**src/rtl/result_unloader.sv**
```systemverilog
// Snapshots the 3x3 MAC accumulators a fixed drain time after unload_res rises and streams the
// valid row_w x col_x block row-major; first beat DRAIN_CYCLES+1 clocks after the edge, beats held while out_ready is low.
module result_unloader #(
  parameter int RES_W        = 10,
  parameter int DRAIN_CYCLES = 4
) (
  input  logic               i_clk,
  input  logic               i_clear_unload,
  input  logic               i_unload_res,
  input  logic [1:0]         i_row_w,
  input  logic [1:0]         i_col_x,
  input  logic [9*RES_W-1:0] i_res_in,
  output logic [RES_W-1:0]   o_data_out,
  output logic               o_out_valid,
  input  logic               i_out_ready,
  output logic [1:0]         o_out_row,
  output logic [1:0]         o_out_col,
  output logic               o_out_last,
  output logic               o_busy,
  output logic               o_done
);

  localparam logic [1:0] S_IDLE = 2'd0;
  localparam logic [1:0] S_WAIT = 2'd1;
  localparam logic [1:0] S_SEND = 2'd2;
  localparam logic [1:0] S_DONE = 2'd3;

  localparam int               CNT_W    = (DRAIN_CYCLES > 1) ? $clog2(DRAIN_CYCLES) : 1;
  localparam logic [CNT_W-1:0] CNT_INIT = CNT_W'(DRAIN_CYCLES - 1);

  logic [1:0]       r_state;
  logic             r_unload_q;
  logic [1:0]       r_rows;
  logic [1:0]       r_cols;
  logic [CNT_W-1:0] r_cnt;
  logic [RES_W-1:0] r_buf [0:8];
  logic [1:0]       r_row;
  logic [1:0]       r_col;
  logic [RES_W-1:0] r_data;
  logic             r_valid;
  logic             r_last;

  logic       w_start;
  logic       w_xfer;
  logic       w_row_end;
  logic [1:0] w_nxt_row;
  logic [1:0] w_nxt_col;
  logic [3:0] w_nxt_idx;
  logic       w_nxt_last;

  assign w_start    = i_unload_res & ~r_unload_q;
  assign w_xfer     = r_valid & i_out_ready;
  assign w_row_end  = (r_col == r_cols - 2'd1);
  assign w_nxt_row  = w_row_end ? r_row + 2'd1 : r_row;
  assign w_nxt_col  = w_row_end ? 2'd0 : r_col + 2'd1;
  assign w_nxt_idx  = {2'b00, w_nxt_row} * 4'd3 + {2'b00, w_nxt_col};
  assign w_nxt_last = (w_nxt_row == r_rows - 2'd1) && (w_nxt_col == r_cols - 2'd1);

  always_ff @(posedge i_clk) begin
    if (i_clear_unload) begin
      r_state    <= S_IDLE;
      r_unload_q <= 1'b0;
      r_rows     <= 2'd0;
      r_cols     <= 2'd0;
      r_cnt      <= '0;
      r_row      <= 2'd0;
      r_col      <= 2'd0;
      r_data     <= '0;
      r_valid    <= 1'b0;
      r_last     <= 1'b0;
      for (int k = 0; k < 9; k++) r_buf[k] <= '0;
    end else begin
      r_unload_q <= i_unload_res;
      case (r_state)
        S_IDLE: begin
          if (w_start) begin
            r_rows  <= i_row_w;
            r_cols  <= i_col_x;
            r_cnt   <= CNT_INIT;
            r_state <= S_WAIT;
          end
        end
        S_WAIT: begin
          if (r_cnt == '0) begin
            for (int k = 0; k < 9; k++) r_buf[k] <= i_res_in[k*RES_W +: RES_W];
            if (r_rows == 2'd0 || r_cols == 2'd0) begin
              r_state <= S_DONE;
            end else begin
              // First beat comes straight from res_in so it lines up with the snapshot edge
              r_state <= S_SEND;
              r_row   <= 2'd0;
              r_col   <= 2'd0;
              r_data  <= i_res_in[RES_W-1:0];
              r_valid <= 1'b1;
              r_last  <= (r_rows == 2'd1) && (r_cols == 2'd1);
            end
          end else begin
            r_cnt <= r_cnt - CNT_W'(1);
          end
        end
        S_SEND: begin
          if (w_xfer) begin
            if (r_last) begin
              r_state <= S_DONE;
              r_valid <= 1'b0;
              r_last  <= 1'b0;
            end else begin
              r_row  <= w_nxt_row;
              r_col  <= w_nxt_col;
              r_data <= r_buf[w_nxt_idx];
              r_last <= w_nxt_last;
            end
          end
        end
        S_DONE: begin
          if (!i_unload_res) r_state <= S_IDLE;
        end
        default: r_state <= S_IDLE;
      endcase
    end
  end

  assign o_data_out  = r_data;
  assign o_out_valid = r_valid;
  assign o_out_row   = r_row;
  assign o_out_col   = r_col;
  assign o_out_last  = r_last;
  assign o_busy      = (r_state == S_WAIT) || (r_state == S_SEND);
  assign o_done      = (r_state == S_DONE);

endmodule
```
**config.mk**
```make
export PLATFORM = sky130hd
export DESIGN_NAME = result_unloader
export DESIGN_NICKNAME = d
export VERILOG_FILES = /design/src/rtl/result_unloader.sv
export SDC_FILE = /design/constraint.sdc
export NUM_CORES = 1
export LEC_CHECK = 0
export BUFFER_PORTS_ARGS = -buffer_cell sky130_fd_sc_hd__buf_2
export CAP_MARGIN = 10
export CORE_UTILIZATION = 31
export DETAILED_ROUTE_END_ITERATION = 12
export SETUP_SLACK_MARGIN = 0.2
export SYNTH_ARGS = -nofsm -noshare
export SYNTH_HDL_FRONTEND = slang
export SYNTH_SLANG_ARGS = --single-unit
export TNS_END_PERCENT = 50
```
**constraint.sdc**
```tcl
create_clock -name i_clk -period 4.4 [get_ports i_clk]
set_input_delay 0.88 -clock i_clk [delete_from_list [all_inputs] [get_ports i_clk]]
set_output_delay 0.88 -clock i_clk [all_outputs]
set_load 0.005 [all_outputs]
```
==> results of run 1 <==
-- tightest hold or removal path: cells and delay by family (launching register included) --
family / cells / cell delay [ns]
flip-flops: 1 / 0.31
AND/OR/NAND/NOR: 1 / 0.05
AO/OA/AOI/OAI: 1 / 0.05
-- worst max path at each step --
| stage | slack [ns] | endpoint | depth (start not counted) |
|---|---|---|---|
| after floorplan | 0.58 | r_buf[0][0] | 2 |
| after global placement | 0.39 | o_data_out[8] | 13 |
| after detailed placement | 0.32 | o_data_out[8] | 13 |
| after CTS | 0.28 | o_data_out[8] | 13 |
| after global routing | 0.19 | o_data_out[6] | 12 |
| final | 0.45 | o_data_out[8] | 13 |
-- sequential cells by signal, summed over array words and instances (netlist names) --
signal       flops
r_cols           2
o_out_valid      1
o_data_out      10
r_cnt            2
r_unload_q       1
r_buf           90
o_out_last       1
o_out_row        2
o_out_col        2
r_state          2
r_rows           2
-- cells in the mapped netlist (7+ instances only) --
library cell   n  area (sq um)
nor2b_1       13          81.3
and2_1        91           569
nand2b_1      11          68.8
inv_1          9          33.8
a21oi_1        9          45.0
ha_1          12           150
clkbuf_1      18          67.6
mux2i_1        7          70.1
dfxtp_1       25           500
nor2_1        19          71.3
edfxtp_1      90          2700
nand2_1       22          82.6
mux4_2        15           338
a311oi_1       7          61.3
-- cell type report --
class	instances	area [sq um]
Fill cell	1707	10400
Sequential cell	115	3200
Clock inverter	14	178
Inverter	10	38.8
Clock buffer	18	429
Tap cell	225	282
Antenna cell	1	2.50
Timing Repair Buffer	125	663
Multi-Input combinational cell	278	2190
-- per-layer routing --
| metal | global-route usage | wire length, um | vias to the layer above |
|---|---|---|---|
| met1 | 0.185 | 5810 | 1794 |
| met3 | 0.0421 | 774 | 18 |
| li1 | - | - | 1819 |
| met5 | 0 | 0 | - |
| met4 | 0.0568 | 210 | 0 |
| met2 | 0.230 | 5870 | 134 |
-- power by group through the flow --
stage | clock network (mW) | logic (mW) | registers (mW)
after floorplan | 0 | 0.676 | 1.59
after global placement | 0 | 0.914 | 1.60
after detailed placement | 0 | 0.941 | 1.61
after CTS | 1.43 | 0.946 | 1.59
after global routing | 1.48 | 1.04 | 1.62
final | 1.41 | 0.933 | 1.59
-- through the flow --
stage | power (mW) | util
after floorplan | 2.26 | -
after global placement | 2.51 | 0.366
after detailed placement | 2.55 | 0.366
after CTS | 3.97 | 0.401
after global routing | 4.14 | 0.401
final | 3.93 | 0.401
-- logic make-up (layout without fill, tap and decap cells) --
| group | after synthesis | count (layout) | synth area share |
|---|---|---|---|
| AND/OR/NAND/NOR | 173 | 173 | 0.179 |
| flip-flops | 115 | 115 | 0.576 |
| XOR/XNOR | 6 | 6 | 0.0128 |
| other | 0 | 1 | 0 |
| buffers and inverters | 38 | 167 | 0.0340 |
| adder cells (fa/ha/maj) | 14 | 14 | 0.0342 |
| multiplexers | 23 | 23 | 0.0753 |
| AO/OA/AOI/OAI | 62 | 62 | 0.0891 |
==> flow_metrics.tcl, run 1 <==
set metrics [dict create \
    yosysWarningCount 0 \
    cts_max_level 4 \
    setup_viol 0 \
    holdWs_ns 0.462 \
    synthArstFlopShare 0 \
    grt_pass1_vias 3756 \
    hold_viol 0 \
    dpl_cell_area_sq_um 6370 \
    gr-total-overflow 0 \
    clock-sinks 115 \
    maxSlewViolCount 0 \
    critPathTopFamily "adder cells" \
    crit_start "r_cols[0]" \
    dr.pass1.iters 4 \
    cts_max_path_buffers 2 \
    fin_tns_setup_ns 0 \
    die_y_um 136 \
    drc_errors 0 \
    worstMarginPinSlew_ns 0.790 \
    worstHoldPathType "flip-flop to flip-flop" \
    io_pins 116 \
    nets 659 \
    dp.cells 753 \
    crit_arrival_ns 4.21 \
    place_ws_ns 0.320 \
    crit_type "flip-flop to flip-flop" \
    power_frac_clock 0.359 \
    ys_types 51 \
    slowest_stage "fa_2" \
    power.leakage_nw 2.78 \
    fin_crit_ns 3.95 \
    sequentialPowerShare 0.404 \
    p_int_mw 2.79 \
    rsz0062_at_grt "no" \
    synth_flop_cell "edfxtp_1" \
    final-instance-count-excl-fill 786 \
    reg2reg_from "r_cols[0]" \
    finalClockSkew_ns 0.00903 \
    first_iter_violations 198 \
    power_frac_comb 0.238 \
    worstReg2RegEnd "o_data_out[8]" \
    fin_ws_ns 0.453 \
    core-area_sq_um 17400 \
    grt.total_usage 0.144 \
    ys_seq_area_frac 0.576 \
    max_slew_margin 0.471 \
    peakVddDrop_v 0.000260 \
    holdPathStages 2 \
    p_switching_mw 1.14 \
    cts_tree "built" \
    r2r_slack_ns 0.45 \
    die_w_um 136 \
    via_per_inst 4.79 \
    cap_violations 0 \
    crit_top_cell "ha_1" \
    ys_ff_latch 115 \
    cts_resized 0 \
    postCtsSetupRepairBufs 0 \
    rr_worst_depth 13 \
    clkLatencyLatePin_ns 0.41 \
    required_ns 4.67 \
    postSynthCellCount 431 \
    worstSetupStartpointType "flip-flop" \
    fmax_mhz 253 \
    cpPeakStageDelay_ns 0.69 \
    syn_avg_cell_area_sq_um 12.9 \
    root_buffer "clkbuf_16" \
    hold-path-endpoint "o_data_out[8]" \
    powerDensity_nw_per_um2 562 \
    start_util 0.319 \
    ant_nets 0 \
    antenna_found_initial 1 \
    area_growth_pct 25.6 \
    cts_buffers 17 \
    grt_start_max_net_pins 56 \
    status "complete, no violations" \
    wl_per_cell_um 16.1 \
    port_buffers 115 \
    mostFrequentLayoutCells "buf_2 (115), and2_1 (91), edfxtp_1 (90)" \
    die_area_sq_um 18500 \
    place_congestion 0.820 \
    fp-row-count 48 \
    period_share 0.897 \
    layout_commonest_cell "buf_2" \
    vias 3765 \
    fin_area_sq_um 6990 \
    min_from "o_data_out[8]" \
    path_cells "inv_1 -> ha_1 -> xor2_1 -> and3_2 -> xor2_4 -> fa_1 -> ha_1 -> fa_2 -> buf_12 -> mux4_2 -> nand4b_1 -> o2111ai_1 -> a21oi_1" \
    syn_area_sq_um 5560 \
    synth_nets 543 \
    end_kind "flip-flop" \
    grt_first_pass_wirelength_mm 19.7 \
    crit_buf_inv 2 \
    p_sw_frac 0.290 \
    worstPathMaxFanout 11 \
    finalWirelength_mm 12.7 \
    drive_gt1_frac 0.325 \
    synth_edf_count 90 \
    clk_pin_slew_worst_paths_ns 0.05 \
    dp_hpwl_mm 8.94 \
    ctsHoldBuffers 0 \
]
Note: power is estimated with default switching activity, not from simulation.
==> run 2: changes to the inputs <==
--- a/config.mk
+++ b/config.mk
@@ -8,6 +8,7 @@
 export BUFFER_PORTS_ARGS = -buffer_cell sky130_fd_sc_hd__buf_2
 export CAP_MARGIN = 10
 export CORE_UTILIZATION = 31
+export CTS_BUF_LIST = sky130_fd_sc_hd__clkbuf_2 sky130_fd_sc_hd__clkbuf_4 sky130_fd_sc_hd__clkbuf_8
 export DETAILED_ROUTE_END_ITERATION = 12
 export SETUP_SLACK_MARGIN = 0.2
 export SYNTH_ARGS = -nofsm -noshare
==> flow_metrics.tcl, run 2 (synthesis results as in run 1) <==
set metrics [dict create \
    status "complete, no violations" \
    cts_max_level 4 \
    worstMarginPinSlew_ns 0.784 \
    required_ns 4.69 \
    p_switching_mw 1.10 \
    die_area_sq_um 18500 \
    ctsHoldBuffers 0 \
    powerDensity_nw_per_um2 524 \
    fin_crit_ns 3.97 \
    p_int_mw 2.47 \
    crit_top_cell "ha_1" \
    end_kind "flip-flop" \
    power.leakage_nw 2.69 \
    nets 659 \
    p_sw_frac 0.308 \
    clkLatencyLatePin_ns 0.44 \
    power_frac_clock 0.292 \
    dp_hpwl_mm 8.94 \
    dr.pass1.iters 4 \
    cts_buffers 17 \
    start_util 0.319 \
    peakVddDrop_v 0.000364 \
    drive_gt1_frac 0.327 \
    finalWirelength_mm 12.7 \
    mostFrequentLayoutCells "buf_2 (115), and2_1 (91), edfxtp_1 (90)" \
    grt_pass1_vias 3758 \
    vias 3715 \
    area_growth_pct 22.2 \
    port_buffers 115 \
    cts_tree "built" \
    antenna_found_initial 1 \
    fp-row-count 48 \
    drc_errors 0 \
    crit_arrival_ns 4.27 \
    finalClockSkew_ns 0.0162 \
    worstPathMaxFanout 11 \
    power_frac_comb 0.263 \
    sequentialPowerShare 0.445 \
    fin_ws_ns 0.428 \
    period_share 0.903 \
    clk_pin_slew_worst_paths_ns 0.07 \
    path_cells "inv_1 -> ha_1 -> xor2_1 -> and3_2 -> xor2_4 -> fa_1 -> ha_1 -> fa_2 -> buf_12 -> mux4_2 -> nand4b_1 -> o2111ai_1 -> a21oi_1" \
    first_iter_violations 225 \
    layout_commonest_cell "buf_2" \
    max_slew_margin 0.475 \
    postCtsSetupRepairBufs 0 \
    largest_register_ffs 90 \
    ant_nets 0 \
    hold_viol 0 \
    cts_max_path_buffers 2 \
    die_w_um 136 \
    wl_per_cell_um 16.2 \
    core-area_sq_um 17400 \
    die_y_um 136 \
    grt_first_pass_wirelength_mm 19.8 \
    fin_tns_setup_ns 0 \
    gr-total-overflow 0 \
    root_buffer "clkbuf_8" \
    via_per_inst 4.73 \
    maxSlewViolCount 0 \
    fillers 1723 \
    clock-sinks 115 \
    setup_viol 0 \
    cap_violations 0 \
    slowest_stage "fa_2" \
    crit_buf_inv 2 \
    place_congestion 0.820 \
    worstHoldPathType "flip-flop to flip-flop" \
    worstSetupStartpointType "flip-flop" \
    place_ws_ns 0.320 \
    cpPeakStageDelay_ns 0.69 \
    rsz0062_at_grt "no" \
    top_register "r_buf" \
    grt_start_max_net_pins 56 \
    critPathTopFamily "adder cells" \
    crit_type "flip-flop to flip-flop" \
    grt.total_usage 0.145 \
    io_pins 116 \
    fmax_mhz 252 \
]
==> run 2: cell count changes in the layout (fill, tap and decap cells not counted) <==
| cell | delta |
|---|---|
| clkbuf_8 | +17 |
| clkbuf_4 | +1 |
| clkbuf_1 | -1 |
| clkbuf_16 | -17 |
==> run 2: metal layers <==
metal  up-vias  track usage  share of wire
li1       1810            -              -
met5         -            0              0
met1      1773        0.186           0.46
met2       124        0.230           0.48
met4         0       0.0574         0.0091
met3         8       0.0425          0.053
==> run 2: worst paths after layout <==
path | depth (start not counted) | start | endpoint | slack [ns]
max reg2reg | 13 | r_cols[0] | o_data_out[8] | 0.43
min | 2 | o_data_out[8] | o_data_out[8] | 0.46
min reg2reg | 2 | o_data_out[8] | o_data_out[8] | 0.46
max | 13 | r_cols[0] | o_data_out[8] | 0.43
==> run 2: final cells by class <==
type | instances | area [sq um] | share of cell area
repair buffers | 125 | 663 | 0.0975
diodes | 1 | 2.50 | 0.000368
well taps | 225 | 282 | 0.0414
clock buffers | 18 | 241 | 0.0355
inverters | 10 | 38.8 | 0.00570
clock inverters | 14 | 178 | 0.0261
flip-flops and latches | 115 | 3200 | 0.471
multi-input cells | 278 | 2190 | 0.322
==> run 2: timing repair <==
action	CTS	global route
gates resized for setup	0	2
endpoints found under the setup margin	0	10
hold endpoints to repair	0	0
==> run 2: power by group through the flow <==
stage,registers [mW],logic [mW],clock network [mW]
after floorplan,1.59,0.676,0
after global placement,1.60,0.914,0
after detailed placement,1.61,0.941,0
after CTS,1.59,0.948,1.06
after global routing,1.61,1.05,1.11
final,1.59,0.935,1.04
==> run 2: worst reg2reg max path, delay by kind of cell, from the launching register on <==
family / cells / cell delay, ns
xor+xnor: 2 / 0.42
simple gates: 2 / 0.51
buf+inv: 2 / 0.25
compound gates: 2 / 0.18
flops: 1 / 0.41
mux: 1 / 0.35
fa+ha+maj: 4 / 1.70
==> run 2: stage by stage <==
step / hold WS [ns] / power (mW) / cells / instance area, sq um / utilization
after floorplan: 0.453 / 2.26 / 431 / 5560 / -
after global placement: 0.447 / 2.51 / 753 / 6370 / 0.366
after detailed placement: 0.459 / 2.55 / 753 / 6370 / 0.366
after CTS: 0.468 / 3.60 / 785 / 6790 / 0.390
after global routing: 0.494 / 3.77 / 786 / 6800 / 0.390
final: 0.463 / 3.56 / 786 / 6800 / 0.390
==> run 3: changes to the inputs <==
--- a/config.mk
+++ b/config.mk
@@ -7,6 +7,7 @@
 export LEC_CHECK = 0
 export BUFFER_PORTS_ARGS = -buffer_cell sky130_fd_sc_hd__buf_2
 export CAP_MARGIN = 10
+export CORE_ASPECT_RATIO = 0.6
 export CORE_UTILIZATION = 31
 export CTS_BUF_LIST = sky130_fd_sc_hd__clkbuf_2 sky130_fd_sc_hd__clkbuf_4 sky130_fd_sc_hd__clkbuf_8
 export DETAILED_ROUTE_END_ITERATION = 12
==> flow_metrics.tcl, run 3 (synthesis results as in run 1) <==
set metrics [dict create \
    grt_use_met3 0.0538 \
    end_kind "flip-flop" \
    cts_max_level 4 \
    antenna_found_initial 1 \
    r2r_slack_ns 0.44 \
    worstHoldPathType "flip-flop to flip-flop" \
    holdWs_ns 0.456 \
    drive_gt1_frac 0.322 \
    die_area_sq_um 18500 \
    fin_ws_ns 0.445 \
    dpl_cell_area_sq_um 6360 \
    dr.pass1.iters 5 \
    io_pins 116 \
    core-area_sq_um 17400 \
    final-instance-count-excl-fill 790 \
    area_growth_pct 21.2 \
    nets 656 \
    peakVddDrop_v 0.000197 \
    fmax_mhz 253 \
    slowest_stage "fa_1" \
    fillers 1701 \
    status "complete, no violations" \
    maxSlewViolCount 0 \
    worstReg2RegEnd "o_data_out[7]" \
    finalWirelength_mm 14.1 \
    min_from "o_data_out[6]" \
    port_buffers 115 \
    worstSetupStartpointType "flip-flop" \
    powerDensity_nw_per_um2 520 \
    via_per_inst 4.77 \
    grt_util_met2 0.182 \
    root_buffer "clkbuf_8" \
    place_ws_ns 0.288 \
    diodes 0 \
    cap_violations 0 \
    largest_register_ffs 90 \
    start_util 0.320 \
    rr_worst_depth 13 \
    fin_crit_ns 3.96 \
    cts_resized 0 \
    final_core_util 0.388 \
    dp_hpwl_mm 10.1 \
    layout_commonest_cell "buf_2" \
    seq_area_sq_um 3200 \
    cts_buffers 17 \
    clkLatencyLatePin_ns 0.44 \
    hold_viol 0 \
    wl_per_cell_um 17.8 \
    postCtsSetupRepairBufs 0 \
    die_y_um 106 \
    grt_first_pass_wirelength_mm 21.5 \
    vias 3767 \
    grt_pass1_vias 3609 \
    fin_tns_setup_ns 0 \
    dp.cells 759 \
    fp-row-count 37 \
    grt.total_usage 0.160 \
    p_total_mw 3.51 \
    multi_input_area_sq_um 2190 \
    clk_pin_slew_worst_paths_ns 0.07 \
    worstMarginPinSlew_ns 0.768 \
    period_share 0.899 \
    ant_nets 0 \
    drc_errors 0 \
    mostFrequentLayoutCells "buf_2 (115), and2_1 (91), edfxtp_1 (90)" \
    ctsHoldBuffers 0 \
    cpPeakStageDelay_ns 0.46 \
    reg2reg_from "r_cols[0]" \
    holdPathStages 2 \
    grt.busiest_layer "met1" \
    path_cells "inv_1 -> ha_1 -> xor2_1 -> and3_2 -> xor2_4 -> fa_1 -> ha_1 -> fa_1 -> buf_4 -> a2111oi_1 -> o311ai_0 -> o2111ai_1 -> a21oi_1" \
    setup_viol 0 \
    crit_type "flip-flop to flip-flop" \
    gr-total-overflow 0 \
    die_w_um 175 \
    cts_max_path_buffers 2 \
    top_register "r_buf" \
    fin_area_sq_um 6740 \
    rsz0062_at_grt "no" \
    crit_buf_inv 2 \
    cts_tree "built" \
    crit_arrival_ns 4.25 \
    power.leakage_nw 2.67 \
    grt_start_max_net_pins 50 \
    clock-sinks 115 \
    worstPathMaxFanout 20 \
    first_iter_violations 318 \
    max_slew_margin 0.488 \
    met1_usage 0.263 \
    finalClockSkew_ns 0.0109 \
    place_congestion 0.826 \
    required_ns 4.70 \
    critPathTopFamily "adder cells" \
    hold-path-endpoint "o_data_out[6]" \
]
-- run 3: final cells by class --
type / instances / area share
Timing Repair Buffer: 122 / 0.0950
Multi-Input combinational cell: 278 / 0.325
Clock inverter: 14 / 0.0210
Sequential cell: 115 / 0.475
Clock buffer: 17 / 0.0347
Tap cell: 234 / 0.0434
Inverter: 10 / 0.00575
-- run 3: worst reg2reg max path, cell delays in order, from the launching register on --
cell and delay [ns]:
dfxtp_1 0.43, inv_1 0.08, ha_1 0.36, xor2_1 0.19, and3_2 0.32, xor2_4 0.22
fa_1 0.42, ha_1 0.22, fa_1 0.46, buf_4 0.24, a2111oi_1 0.42, o311ai_0 0.20
o2111ai_1 0.16, a21oi_1 0.09
-- run 3: how the worst max path moves through the flow --
stage | startpoint | endpoint | depth (start not counted)
2_1_floorplan | i_clear_unload | r_buf[0][0] | 2
3_3_place_gp | r_cols[0] | o_data_out[6] | 13
3_5_place_dp | r_cols[0] | o_data_out[7] | 13
4_1_cts | r_cols[0] | o_data_out[7] | 13
5_1_grt | r_cols[0] | o_data_out[8] | 13
6_report | r_cols[0] | o_data_out[7] | 13
-- run 3: where the power goes --
group / internal [mW] / total, mW / switching (mW)
Sequential: 1.49 / 1.62 / 0.129
Combinational: 0.404 / 0.940 / 0.536
Clock: 0.494 / 0.945 / 0.450
-- run 3: metal layers --
layer | up-vias | wire, um
li1 | 1808 | -
met1 | 1771 | 7790
met2 | 170 | 4950
met3 | 16 | 1130
met4 | 2 | 196
met5 | - | 11
